## src/rtl/wb_port_arbiter.sv

```systemverilog
// wb_port_arbiter
// Shares the register-file write port between the pipeline writeback stage
// and an auxiliary multi-cycle result source. Auxiliary results wait in a
// small FIFO. Pipeline writes win by default. If the FIFO head waits too
// long, a one-cycle STEAL stalls the pipeline so that the head can drain.
module wb_port_arbiter #(
    parameter int DEPTH      = 2,
    parameter int STARVE_MAX = 4
) (
    input  logic        clk,
    input  logic        rst,
    input  logic        pipe_we,
    input  logic [4:0]  pipe_reg,
    input  logic [31:0] pipe_data,
    input  logic        aux_valid,
    output logic        aux_ready,
    input  logic [4:0]  aux_reg,
    input  logic [31:0] aux_data,
    output logic        stall_pipe,
    output logic        aux_pending,
    output logic        rf_we,
    output logic [4:0]  rf_waddr,
    output logic [31:0] rf_wdata
);

    localparam int PW = $clog2(DEPTH);
    localparam int CW = PW + 1;
    localparam int SW = $clog2(STARVE_MAX) + 1;
    localparam logic [CW-1:0] DEPTH_C     = CW'(DEPTH);
    localparam logic [SW-1:0] STARVE_LAST = SW'(STARVE_MAX - 1);
    localparam logic [SW-1:0] STARVE_TOP  = SW'(STARVE_MAX);

    typedef enum logic {
        IDLE  = 1'b0,
        STEAL = 1'b1
    } state_t;

    state_t        state;
    logic [4:0]    fifo_reg  [DEPTH];
    logic [31:0]   fifo_data [DEPTH];
    logic [PW-1:0] wr_ptr;
    logic [PW-1:0] rd_ptr;
    logic [CW-1:0] count;
    logic [SW-1:0] starve_cnt;
    logic          pipe_req;
    logic          push;
    logic          grant_aux;
    logic          grant_pipe;

    // Requests and grants for this cycle; a STEAL cycle ignores the pipeline and always takes the head
    always_comb begin
        aux_ready   = (count < DEPTH_C) && !rst;
        aux_pending = (count != '0);
        stall_pipe  = (state == STEAL);
        pipe_req    = pipe_we && (pipe_reg != 5'd0) && (state != STEAL);
        grant_aux   = aux_pending && (!pipe_req || (state == STEAL));
        grant_pipe  = pipe_req && !grant_aux;
        push        = aux_valid && aux_ready && (aux_reg != 5'd0);
    end

    // FIFO storage; results for $0 are handshaken but never stored
    always_ff @(posedge clk) begin
        if (push) begin
            fifo_reg[wr_ptr]  <= aux_reg;
            fifo_data[wr_ptr] <= aux_data;
        end
    end

    // FIFO pointers and occupancy; a push and a pop in the same cycle leave count unchanged
    always_ff @(posedge clk or posedge rst) begin
        if (rst) begin
            wr_ptr <= '0;
            rd_ptr <= '0;
            count  <= '0;
        end else begin
            if (push) begin
                wr_ptr <= wr_ptr + PW'(1);
            end
            if (grant_aux) begin
                rd_ptr <= rd_ptr + PW'(1);
            end
            case ({push, grant_aux})
                2'b10:   count <= count + CW'(1);
                2'b01:   count <= count - CW'(1);
                default: count <= count;
            endcase
        end
    end

    // Starvation counter and IDLE/STEAL machine that forces the head through after STARVE_MAX lost cycles
    always_ff @(posedge clk or posedge rst) begin
        if (rst) begin
            starve_cnt <= '0;
            state      <= IDLE;
        end else begin
            if (!aux_pending || grant_aux) begin
                starve_cnt <= '0;
            end else if (starve_cnt != STARVE_TOP) begin
                starve_cnt <= starve_cnt + SW'(1);
            end

            if (state == STEAL) begin
                state <= IDLE;
            end else if (aux_pending && !grant_aux && (starve_cnt == STARVE_LAST)) begin
                state <= STEAL;
            end
        end
    end

    // Registered write port; address and data hold their previous values when nothing is granted
    always_ff @(posedge clk or posedge rst) begin
        if (rst) begin
            rf_we    <= 1'b0;
            rf_waddr <= 5'd0;
            rf_wdata <= 32'd0;
        end else begin
            rf_we <= grant_pipe || grant_aux;
            if (grant_aux) begin
                rf_waddr <= fifo_reg[rd_ptr];
                rf_wdata <= fifo_data[rd_ptr];
            end else if (grant_pipe) begin
                rf_waddr <= pipe_reg;
                rf_wdata <= pipe_data;
            end
        end
    end

endmodule

```

## config.mk

```make
export PLATFORM = sky130hd
export DESIGN_NAME = wb_port_arbiter
export DESIGN_NICKNAME = d
export VERILOG_FILES = /design/src/rtl/wb_port_arbiter.sv
export SDC_FILE = /design/constraint.sdc
export NUM_CORES = 1
export LEC_CHECK = 0
export ABC_AREA = 1
export ABC_CLOCK_PERIOD_IN_PS = 2800
export CAP_MARGIN = 0
export CORE_MARGIN = 10
export CORE_UTILIZATION = 30
export CTS_CLUSTER_DIAMETER = 80
export DETAILED_ROUTE_END_ITERATION = 8
export GPL_ROUTABILITY_DRIVEN = 0
export PLACE_DENSITY = 0.6
export SLEW_MARGIN = 20
export SYNTH_ARGS = -nofsm -noshare
export SYNTH_HDL_FRONTEND = slang
export SYNTH_SLANG_ARGS = --single-unit
```

## constraint.sdc

```tcl
create_clock -name clk -period 2.8 [get_ports clk]
set_clock_uncertainty 0.1 [all_clocks]
set_input_delay 0.56 -clock clk [delete_from_list [all_inputs] [get_ports clk]]
set_output_delay 0.56 -clock clk [all_outputs]
set_load 0.01 [all_outputs]
```

# == Word-level counts from Yosys, hierarchy flattened ==
# Memory sizes are Yosys's and may differ from the RTL's.
# Cells that the tools add are included.
# word_totals
memories,2
output_inout_bits,41
ramBits,74
elab_cells,54
input_bits,78
ff_bits,46
# op_classes
add_sub_neg,5
reduce_logical,22
n_eq_ne,4
n_lt_le_gt_ge,1
mux,11
bitwise_logic,1
# mem_list
memory,depth,width,read_ports,rd_ports_with_merged_regs,wr,line_no,source
fifo_data,2,32,1,0,1,40,logic [31:0] fifo_data [DEPTH];
fifo_reg,2,5,1,0,1,39,logic [4:0] fifo_reg [DEPTH];
# ops
op,count
32-bit 2-to-1 mux,2
5-bit 2-to-1 mux,2
5-bit nonzero test,2
1-bit logical AND,9
2-bit nonzero test,4
3-bit 2-to-1 mux,2
1-bit zero test,4
1-bit 2-to-1 mux,4
2-bit case mux with 2 select lines,1
"3-bit by 1-bit adder with 3-bit output, second input constant",1
"3-bit by 2-bit == test with 1-bit output, second input constant",1
1-bit logical OR,3
"3-bit inequality test, second input constant",1
"1-bit adder, second input constant",2
"2-bit by 1-bit adder with 2-bit output, second input constant",1
"2-bit by 1-bit == test with 1-bit output, second input constant",1
"2-bit == test, second input constant",1
"2-bit < comparator, second input constant",1
"2-bit by 1-bit subtractor with 2-bit output, second input constant",1
1-bit NOT,1

# == Longest topological paths before layout ==
# Gate-level depths: netlist of run 1.
# logic_depth
depth_word,11
mapped_depth,10
mapped_depth_nobuf,9

# == Least setup slack after synthesis of run 1 ==
# OpenSTA, ideal clock, no wires.
# synth_timing
path_kind,in2reg
start,in rst
end,mem fifo_data[1][0] (enable)
setup_ns,0.431
t_arrival_ns,2.550
path_stages,3
setup_slack_ns,-0.282
path_buffers,0
t_required_ns,2.269
cell_sequence,nor2_1 nand3_1 nor2_1
# synth_via
elab_chain_cells,6
# synth_rtl
item,line_no,source
from (decl),11,"input logic rst,"
1-bit zero test (no source line),--,
1-bit logical AND,52,aux_ready = (count < DEPTH_C) && !rst;
1-bit logical AND (2 in series),58,push = aux_valid && aux_ready && (aux_reg != 5'd0);
1-bit 2-to-1 mux,63,if (push) begin
1-bit 2-to-1 mux (not written as such),65,fifo_data[wr_ptr] <= aux_data;
to (decl),40,
# Every way passes these cells.

# == Final worst setup path of run 1 ==
# layout_timing
start,in rst
end,out aux_ready
# layout_via
elab_chain_cells,2
# layout_rtl
item,line_no,source
1-bit zero test (no source line),--,
1-bit logical AND,52,
to (decl),16,"output logic aux_ready,"
# Every way passes these cells.

==> results.toml, run 1 <==
[power]
max-vdd-ir-drop_v = 0.0005632
total_chip_power_w = 0.006912
pwr_density_cell_nw_per_um2 = 949.0
power_leakage_nw = 2.947

[placed_design]
hpwl_um = 9265
placed_cell_area_um2 = 6630
portBuffers = 118
placed_cells = 785

[clocking]
tritoncts = "built"
worstSkewPairLatency_ns = 0.42
post_cts_buffers = 0
cts_sinks = 120
clkSlewWorstSetupHoldPaths_ns = 0.05
cts.htree.levels = 4
clockRootBuffer = "clkbuf_16"
max-clock-path-buffers = 2
post_cts_resized = 0
cts_hold_repair.buffers = 0
numCtsBuffers = 17

[worst_setup_path]
worst-path-max-fanout = 3
required_ns = 2.14
worst-r2r-setup-slack_ns = 0.91
criticalPathCategory = "input pin to output pin"
worst_setup_path_start_kind = "input pin"
cp.arrival_ns = 1.86
setup.worst_path.end_class = "output pin"

[timing]
setup_total_negative_slack_ns = 0
rsz0062_at_grt = "false"
hold_violations_final = 0
timing.final.max_slew_violations = 0
timing.hold.ws_ns = 0.3947
timing.fmax_ghz = 0.3963
setup_viol_count_final = 0
pin_slew_with_the_least_headroom_to_its_limit_ns = 0.7178
layout_worst_path_cycle_share_pct = 90.11
slew_headroom_pct = 52.08
fin_crit_ns = 2.523

[yosys]
synth_cell_type_count = 23
ys_seq_elements = 120
synth_flop_cell = "edfxtp_1"
post_synth_instance_area_um2 = 5250
synthesis.yosys.warnings = 0
syn-mean-instance-area_um2 = 11.36
yosysMostFrequentCell = "nand2_1"
number_of_enable_flip_flop_cells_after_synthesis = 74
synth_top_cells_by_area = "edfxtp_1 (42%), dfrtp_1 (22%), nand3_1 (10%)"
leading_post_synthesis_cells_by_instance_count = "nand2_1 (122), nand3_1 (106), edfxtp_1 (74)"
synthCells = 462
share_of_synthesized_area_occupied_by_flip_flops_and_latches_pct = 64.25
synth_fp_nets = 544
synth_top_area_cell = "edfxtp_1"
yosys.area.top_type_share_pct = 42.33
synthArstFlopShare_pct = 38.33

[layout]
finalNetCount = 661
final_cell_area_um2 = 7283
drive_gt1_share_pct = 16.72
fill_cells = 1627
largest_reg_flops = 64
diodes = 0
synthToLayoutAreaGrowth_pct = 38.73
post_layout_instance_count_excluding_filler_cells = 817

[routing]
detailroute.via_count = 3834
detail_route.drc_violations = 0
first_iter_violations = 132
drt-wirelength-per-cell_um = 17.36
routed_via_density = 4.693
dr.pass1.iters = 4
postRouteAntennaNets = 0
detail_route.wirelength_um = 14180

[outcome]
run_status = "finished, final reports clean"

[grt]
grt.overflow.total = 0
grt_first_pass_wirelength_um = 22640
antenna_violations_before_repair = 1
grt_max_degree = 77
grtUsageTotal_pct = 12.43
first_global_vias = 4142

[floorplanning]
floorplan.die.width_um = 152.3
die_height_um = 152.3
fp_rows = 48
core_region_area_um2 = 17240
die-area_um2 = 23190
initial_core_util_pct = 30.46
io-pin-count = 119

[job]
drv.max_cap_violation_count = 0

[worst_hold_path]
timing.hold.worst.class = "register to register"
==> power breakdown <==
| part | internal [W] | switching (W) |
|---|---|---|
| clock | 0.00162 | 0.000786 |
| sequential | 0.00225 | 0.000191 |
| combinational | 0.000877 | 0.00119 |
==> cells by family after synthesis <==
group,after synthesis,share of synthesized area [%]
xor gates and xnor gates,2,0.3337
adders and majority gates,4,0.9533
buffers and inverters,45,5.291
DFF,120,64.25
AOI/OAI and AO/OA,4,0.3811
and+or+nand+nor,287,28.79
==> layer usage <==
metal	vias to the layer above	share of wire, %	GRT usage (%)
met5	-	0.12	0
met4	2	1.9	5.181
met3	30	7.2	4.601
met2	116	49	20.90
met1	1848	41	13.89
li1	1838	-	-
==> layout make-up <==
| type | instances | area, µm² | area share (%) |
|---|---|---|---|
| inverter | 13 | 48.80 | 0.6700 |
| multi-input combinational | 297 | 1617 | 22.20 |
| clock buffer | 19 | 452.9 | 6.219 |
| sequential | 120 | 3374 | 46.33 |
| timing repair buffer | 130 | 1309 | 17.97 |
| tap | 225 | 281.5 | 3.865 |
| clock inverter | 13 | 200.2 | 2.749 |
==> path summary, 6_finish.rpt <==
| check | to | cells after the start | from |
|---|---|---|---|
| worst max-delay path | aux_ready | 3 | rst |
| worst max register to register | count[1] | 6 | count[1] |
| worst min register to register | wr_ptr | 2 | wr_ptr |
| max in group asynchronous | rd_ptr | 3 | rst |
| worst min-delay path | wr_ptr | 2 | wr_ptr |
| min in group asynchronous | rf_wdata[2] | 3 | rst |
==> worst max-delay path: stages <==
cell and delay, ns:
clkdlybuf4s50_1 0.44, nor2_1 0.26, clkdlybuf4s50_1 0.60
==> through the flow <==
step,utilization (%),worst slack (ns)
after floorplan,-,0.3210
after global placement,38.47,0.3156
after detailed placement,38.47,0.3044
after CTS,42.25,0.2904
after global routing,42.25,0.2268
final,42.25,0.2770
==> cell usage in the layout (no fill, tap or decap) <==
cell type	Yosys	final
ha_1	4	4
clkinv_2	0	4
clkdlybuf4s50_1	0	118
clkbuf_16	0	17
nor2_1	7	6
edfxtp_1	74	74
nor2_2	2	1
nand3_1	106	106
xnor2_1	2	2
bufinv_16	0	5
o21ai_0	1	1
inv_1	11	9
clkinvlp_4	0	4
clkbuf_8	0	2
dfrtp_1	46	45
buf_12	3	3
nand3_2	45	45
buf_4	8	9
a21oi_1	3	3
dfrtp_2	0	1
nor2_4	1	3
nor3_1	2	2
nand2_4	0	1
nand2_1	122	122
inv_2	2	4
nand4_1	1	1
Power figures use the tool's default switching activity.
==> run 2: changes to the inputs <==
--- a/config.mk
+++ b/config.mk
@@ -14,6 +14,7 @@
 export DETAILED_ROUTE_END_ITERATION = 8
 export GPL_ROUTABILITY_DRIVEN = 0
 export PLACE_DENSITY = 0.6
+export RECOVER_POWER = 100
 export SLEW_MARGIN = 20
 export SYNTH_ARGS = -nofsm -noshare
 export SYNTH_HDL_FRONTEND = slang
==> run 2 against run 1 <==
  * Global-route usage unchanged
  * Critical endpoint unchanged
  * Largest power group unchanged
  * Core utilization decreased by 0.36 points
  * Combinational power decreased by 6%
  * Critical path type unchanged
==> results.toml, run 2 (synthesis gave the netlist of run 1 again) <==
[timing]
pin_slew_with_the_least_headroom_to_its_limit_ns = 1.322
setup_viol_count_final = 0
timing.final.max_slew_violations = 0
slew_headroom_pct = 11.89
rsz0062_at_grt = "false"
layout_worst_path_cycle_share_pct = 91.90
timing.fmax_ghz = 0.3886
fin_crit_ns = 2.573
hold_violations_final = 0
setup_total_negative_slack_ns = 0
timing.hold.ws_ns = 0.3964

[power]
combinationalPowerShare_pct = 28.7
cellInternalPower_w = 0.004639
pwr_density_cell_nw_per_um2 = 940.2
total_chip_power_w = 0.006789
p_sw_w = 0.002150
portion_of_total_power_attributed_to_sequential_cells_pct = 35.9
max-vdd-ir-drop_v = 0.0005625
swShare_pct = 31.67
power_frac_clock_pct = 35.4
power_leakage_nw = 2.970

[worst_hold_path]
worst_hold_startpoint = "wr_ptr"
timing.hold.worst.class = "register to register"
min_delay_path_depth = 2
min_to = "wr_ptr"

[clocking]
cts_sinks = 120
cts.htree.levels = 4
clkSlewWorstSetupHoldPaths_ns = 0.05
post_cts_buffers = 0
tritoncts = "built"
cts_hold_repair.buffers = 0
numCtsBuffers = 17
post_cts_resized = 0
worstSkewPairLatency_ns = 0.42
clockRootBuffer = "clkbuf_16"
max-clock-path-buffers = 2

[layout]
largest_reg_flops = 64
synthToLayoutAreaGrowth_pct = 37.54
finalNetCount = 661
final_cell_area_um2 = 7221
leading_cell_type_in_the_layout_fill_and_taps_excluded = "nand2_1"
drive_gt1_share_pct = 15.54
post_layout_instance_count_excluding_filler_cells = 819
layout_common_cells = "nand2_1 (122), nand3_1 (107), dlygate4sd3_1 (77)"

[floorplanning]
core_region_area_um2 = 17240
io-pin-count = 119
floorplan.die.width_um = 152.3
die_height_um = 152.3
die-area_um2 = 23190
fp_rows = 48
initial_core_util_pct = 30.46

[grt]
grt.overflow.total = 0
grt_max_degree = 77
grtUsageTotal_pct = 12.43
first_global_vias = 4142
grt_first_pass_wirelength_um = 22640
antenna_violations_before_repair = 3

[outcome]
run_status = "finished, final reports clean"

[worst_setup_path]
cp.arrival_ns = 1.91
worst_setup_path_start_kind = "input pin"
r2r_cells = 4
required_ns = 2.14
setup.worst_path.end_class = "output pin"
worst-r2r-setup-slack_ns = 0.48
worst-path-max-fanout = 3
criticalPathCategory = "input pin to output pin"
r2r-start = "count[1]"
r2r-end = "fifo_data[0][23]"

[routing]
postRouteAntennaNets = 0
dr.pass1.iters = 5
detailroute.via_count = 3843
drt-wirelength-per-cell_um = 17.35
detail_route.drc_violations = 0
first_iter_violations = 162
routed_via_density = 4.692
detail_route.wirelength_um = 14210

[placed_design]
placed_cells = 785
hpwl_um = 9265
portBuffers = 118
placed_cell_area_um2 = 6630

[job]
drv.max_cap_violation_count = 0
==> run 2: cell types whose count changed in the layout (fill, tap and decap cells not counted), sizes merged <==
cell,previous run,this run
inv,13,12
dlygate4sd3,0,77
clkinv,4,5
clkbuf,19,26
buf,12,5
diode,0,2
clkdlybuf4s50,118,41
==> run 2: cell type report <==
type / count / area, µm²
Inverter: 13 / 48.80
Tap cell: 225 / 281.5
Antenna cell: 2 / 5.005
Clock buffer: 19 / 452.9
Multi-Input combinational cell: 297 / 1604
Sequential cell: 120 / 3374
Clock inverter: 13 / 200.2
Fill cell: 1634 / 10020
Timing Repair Buffer: 130 / 1254
==> run 2: per-layer routing <==
metal	global-route usage, %	vias up	wire (µm)
met4	5.181	2	254
li1	-	1843	-
met3	4.601	27	909
met2	20.90	105	7078
met1	13.89	1866	5951
met5	0	-	17
==> run 2: how the worst max path moves through the flow <==
| stage | slack [ns] | cells past startpoint | end | from |
|---|---|---|---|---|
| 3_5_place_dp | 0.30 | 3 | aux_ready | rst |
| 2_1_floorplan | 0.32 | 3 | fifo_data[1][0] | rst |
| 3_3_place_gp | 0.32 | 3 | aux_ready | rst |
| 4_1_cts | 0.29 | 3 | aux_ready | rst |
| 6_report | 0.23 | 3 | aux_ready | rst |
| 5_1_grt | 0.14 | 3 | aux_pending | count[1] |
==> run 2: power groups by stage <==
stage / clock network (W) / registers (W) / logic [W]
floorplan: 0 / 0.00255 / 0.00113
global placement: 0 / 0.00246 / 0.00208
finish: 0.00240 / 0.00244 / 0.00195
global route: 0.00254 / 0.00248 / 0.00219
CTS: 0.00245 / 0.00245 / 0.00213
detailed placement: 0 / 0.00248 / 0.00212
==> run 2: worst max-delay path, stage by stage <==
cell	delay, ns
clkdlybuf4s50_1	0.44
nor2_1	0.26
dlygate4sd3_1	0.66
==> run 2: through the flow <==
step | setup slack [ns] | util (%)
floorplan | 0.3210 | -
global placement | 0.3156 | 38.47
detailed placement | 0.3044 | 38.47
CTS | 0.2904 | 42.25
global route | 0.1404 | 41.89
finish | 0.2267 | 41.89
==> run 3: changes to the inputs <==
--- a/config.mk
+++ b/config.mk
@@ -8,11 +8,11 @@
 export ABC_AREA = 1
 export ABC_CLOCK_PERIOD_IN_PS = 2800
 export CAP_MARGIN = 0
-export CORE_MARGIN = 10
 export CORE_UTILIZATION = 30
 export CTS_CLUSTER_DIAMETER = 80
 export DETAILED_ROUTE_END_ITERATION = 8
 export GPL_ROUTABILITY_DRIVEN = 0
+export MAX_ROUTING_LAYER = met4
 export PLACE_DENSITY = 0.6
 export RECOVER_POWER = 100
 export SLEW_MARGIN = 20
==> run 3 against run 2 <==
  * Flip-flop and latch count is the same
  * Sequential share of layout area is 0.49 points higher
  * Global-route usage rose by 3.6 points
  * Setup slack worse by 0.074 ns
  * Total power shrank 4.3%
  * Die area down 22%
  * Non-clock buffer count up 1
  * Via count is 1.6% lower
  * Critical path type unchanged
==> results.toml, run 3 (synthesis gave the netlist of run 1 again) <==
[outcome]
run_status = "finished, final reports clean"

[clocking]
max-clock-path-buffers = 2
post_cts_resized = 0
clkSlewWorstSetupHoldPaths_ns = 0.05
worstSkewPairLatency_ns = 0.41
cts.htree.levels = 4
cts_hold_repair.buffers = 0
cts_sinks = 120
clockRootBuffer = "clkbuf_16"
tritoncts = "built"
post_cts_buffers = 0
numCtsBuffers = 17

[grt]
first_global_vias = 3889
grt_max_degree = 77
grt.overflow.total = 0
grtUsageTotal_pct = 16.00
antenna_violations_before_repair = 1
grt_first_pass_wirelength_um = 20630

[layout]
final_cell_area_um2 = 7146
largest_reg_flops = 64
layout_common_cells = "nand2_1 (122), nand3_1 (107), dlygate4sd3_1 (79)"
drive_gt1_share_pct = 14.33
fill_cells = 1653
leading_cell_type_in_the_layout_fill_and_taps_excluded = "nand2_1"
finalNetCount = 662
synthToLayoutAreaGrowth_pct = 36.11
multi_input_comb_area_um2 = 1612
register_area_um2 = 3374

[floorplanning]
fp_rows = 48
core_region_area_um2 = 17180
die_height_um = 134.3
die-area_um2 = 18030
io-pin-count = 119
initial_core_util_pct = 30.57
floorplan.die.width_um = 134.3

[timing]
setup_total_negative_slack_ns = 0
layout_worst_path_cycle_share_pct = 94.55
hold_violations_final = 0
rsz0062_at_grt = "false"
slew_headroom_pct = 31.42
timing.final.max_slew_violations = 0
timing.fmax_ghz = 0.3777
pin_slew_with_the_least_headroom_to_its_limit_ns = 1.029
timing.hold.ws_ns = 0.3925
fin_crit_ns = 2.647
setup_viol_count_final = 0

[power]
cellInternalPower_w = 0.004405
p_sw_w = 0.002090
power_leakage_nw = 2.929
max-vdd-ir-drop_v = 0.0004619
power_frac_clock_pct = 32.5
portion_of_total_power_attributed_to_sequential_cells_pct = 37.5
pwr_density_cell_nw_per_um2 = 909.0
combinationalPowerShare_pct = 30.1
swShare_pct = 32.18

[placed_design]
portBuffers = 118
hpwl_um = 8470
placed_cell_area_um2 = 6638

[worst_setup_path]
worst_setup_path_start_kind = "input pin"
cp.arrival_ns = 1.99
setup.worst_path.end_class = "output pin"
critical_path.endpoint = "aux_ready"
worst-path-max-fanout = 3
worst-r2r-setup-slack_ns = 0.59
required_ns = 2.14
r2r-end = "fifo_data[0][5]"
beginning_of_the_critical_path = "rst"
criticalPathCategory = "input pin to output pin"
r2r-start = "count[1]"
r2r_cells = 4

[routing]
detailroute.via_count = 3780
routed_via_density = 4.615
postRouteAntennaNets = 0
detail_route.drc_violations = 0
drt-wirelength-per-cell_um = 15.97
dr.pass1.iters = 4
first_iter_violations = 137
detail_route.wirelength_um = 13080

[job]
drv.max_cap_violation_count = 0

[worst_hold_path]
timing.hold.worst.class = "register to register"
[run 3: routing by layer]
layer	part of all wire [%]	routed length, µm	vias up	global-route usage, %
met5	0	0	-	-
met4	1.8	237	0	6.429
met3	5.3	691	21	3.930
met2	49	6472	102	25.88
met1	43	5681	1813	19.16
li1	-	-	1844	-
[run 3: through the flow]
stage / total power [W] / setup slack (ns) / utilization [%] / cells
6_report: 0.006495 / 0.1525 / 41.60 / 819
5_1_grt: 0.006887 / 0.1281 / 41.60 / 819
4_1_cts: 0.006727 / 0.3002 / 41.97 / 818
3_5_place_dp: 0.004587 / 0.2946 / 38.64 / 786
3_3_place_gp: 0.004522 / 0.2996 / 38.64 / 786
2_1_floorplan: 0.003682 / 0.3210 / - / 462
[run 3: layout make-up]
type,count,share of cell area (%)
flip-flops and latches,120,47.22
inverters,13,0.6829
clock inverters,11,1.821
multi-input cells,297,22.55
diodes,1,0.03502
well taps,225,3.940
clock buffers,21,6.164
repair buffers,131,17.58
[run 3: worst min path at each step]
| stage | from | end | slack [ns] | cells after the start |
|---|---|---|---|---|
| 2_1_floorplan | wr_ptr | wr_ptr | 0.34 | 2 |
| 3_3_place_gp | wr_ptr | wr_ptr | 0.36 | 2 |
| 3_5_place_dp | wr_ptr | wr_ptr | 0.38 | 2 |
| 4_1_cts | rst | wr_ptr | 0.38 | 2 |
| 5_1_grt | wr_ptr | wr_ptr | 0.42 | 2 |
| 6_report | wr_ptr | wr_ptr | 0.39 | 2 |
[run 3: worst max-delay path: stages]
cell and delay (ns):
dlygate4sd3_1 0.55, nor2_1 0.27, clkdlybuf4s50_1 0.61
[run 3: power by group through the flow]
| stage | Clock, W | Sequential (W) | Combinational, W |
|---|---|---|---|
| 2_1_floorplan | 0 | 0.00255 | 0.00113 |
| 3_3_place_gp | 0 | 0.00246 | 0.00206 |
| 3_5_place_dp | 0 | 0.00247 | 0.00211 |
| 4_1_cts | 0.00216 | 0.00244 | 0.00212 |
| 5_1_grt | 0.00223 | 0.00248 | 0.00218 |
| 6_report | 0.00211 | 0.00243 | 0.00195 |
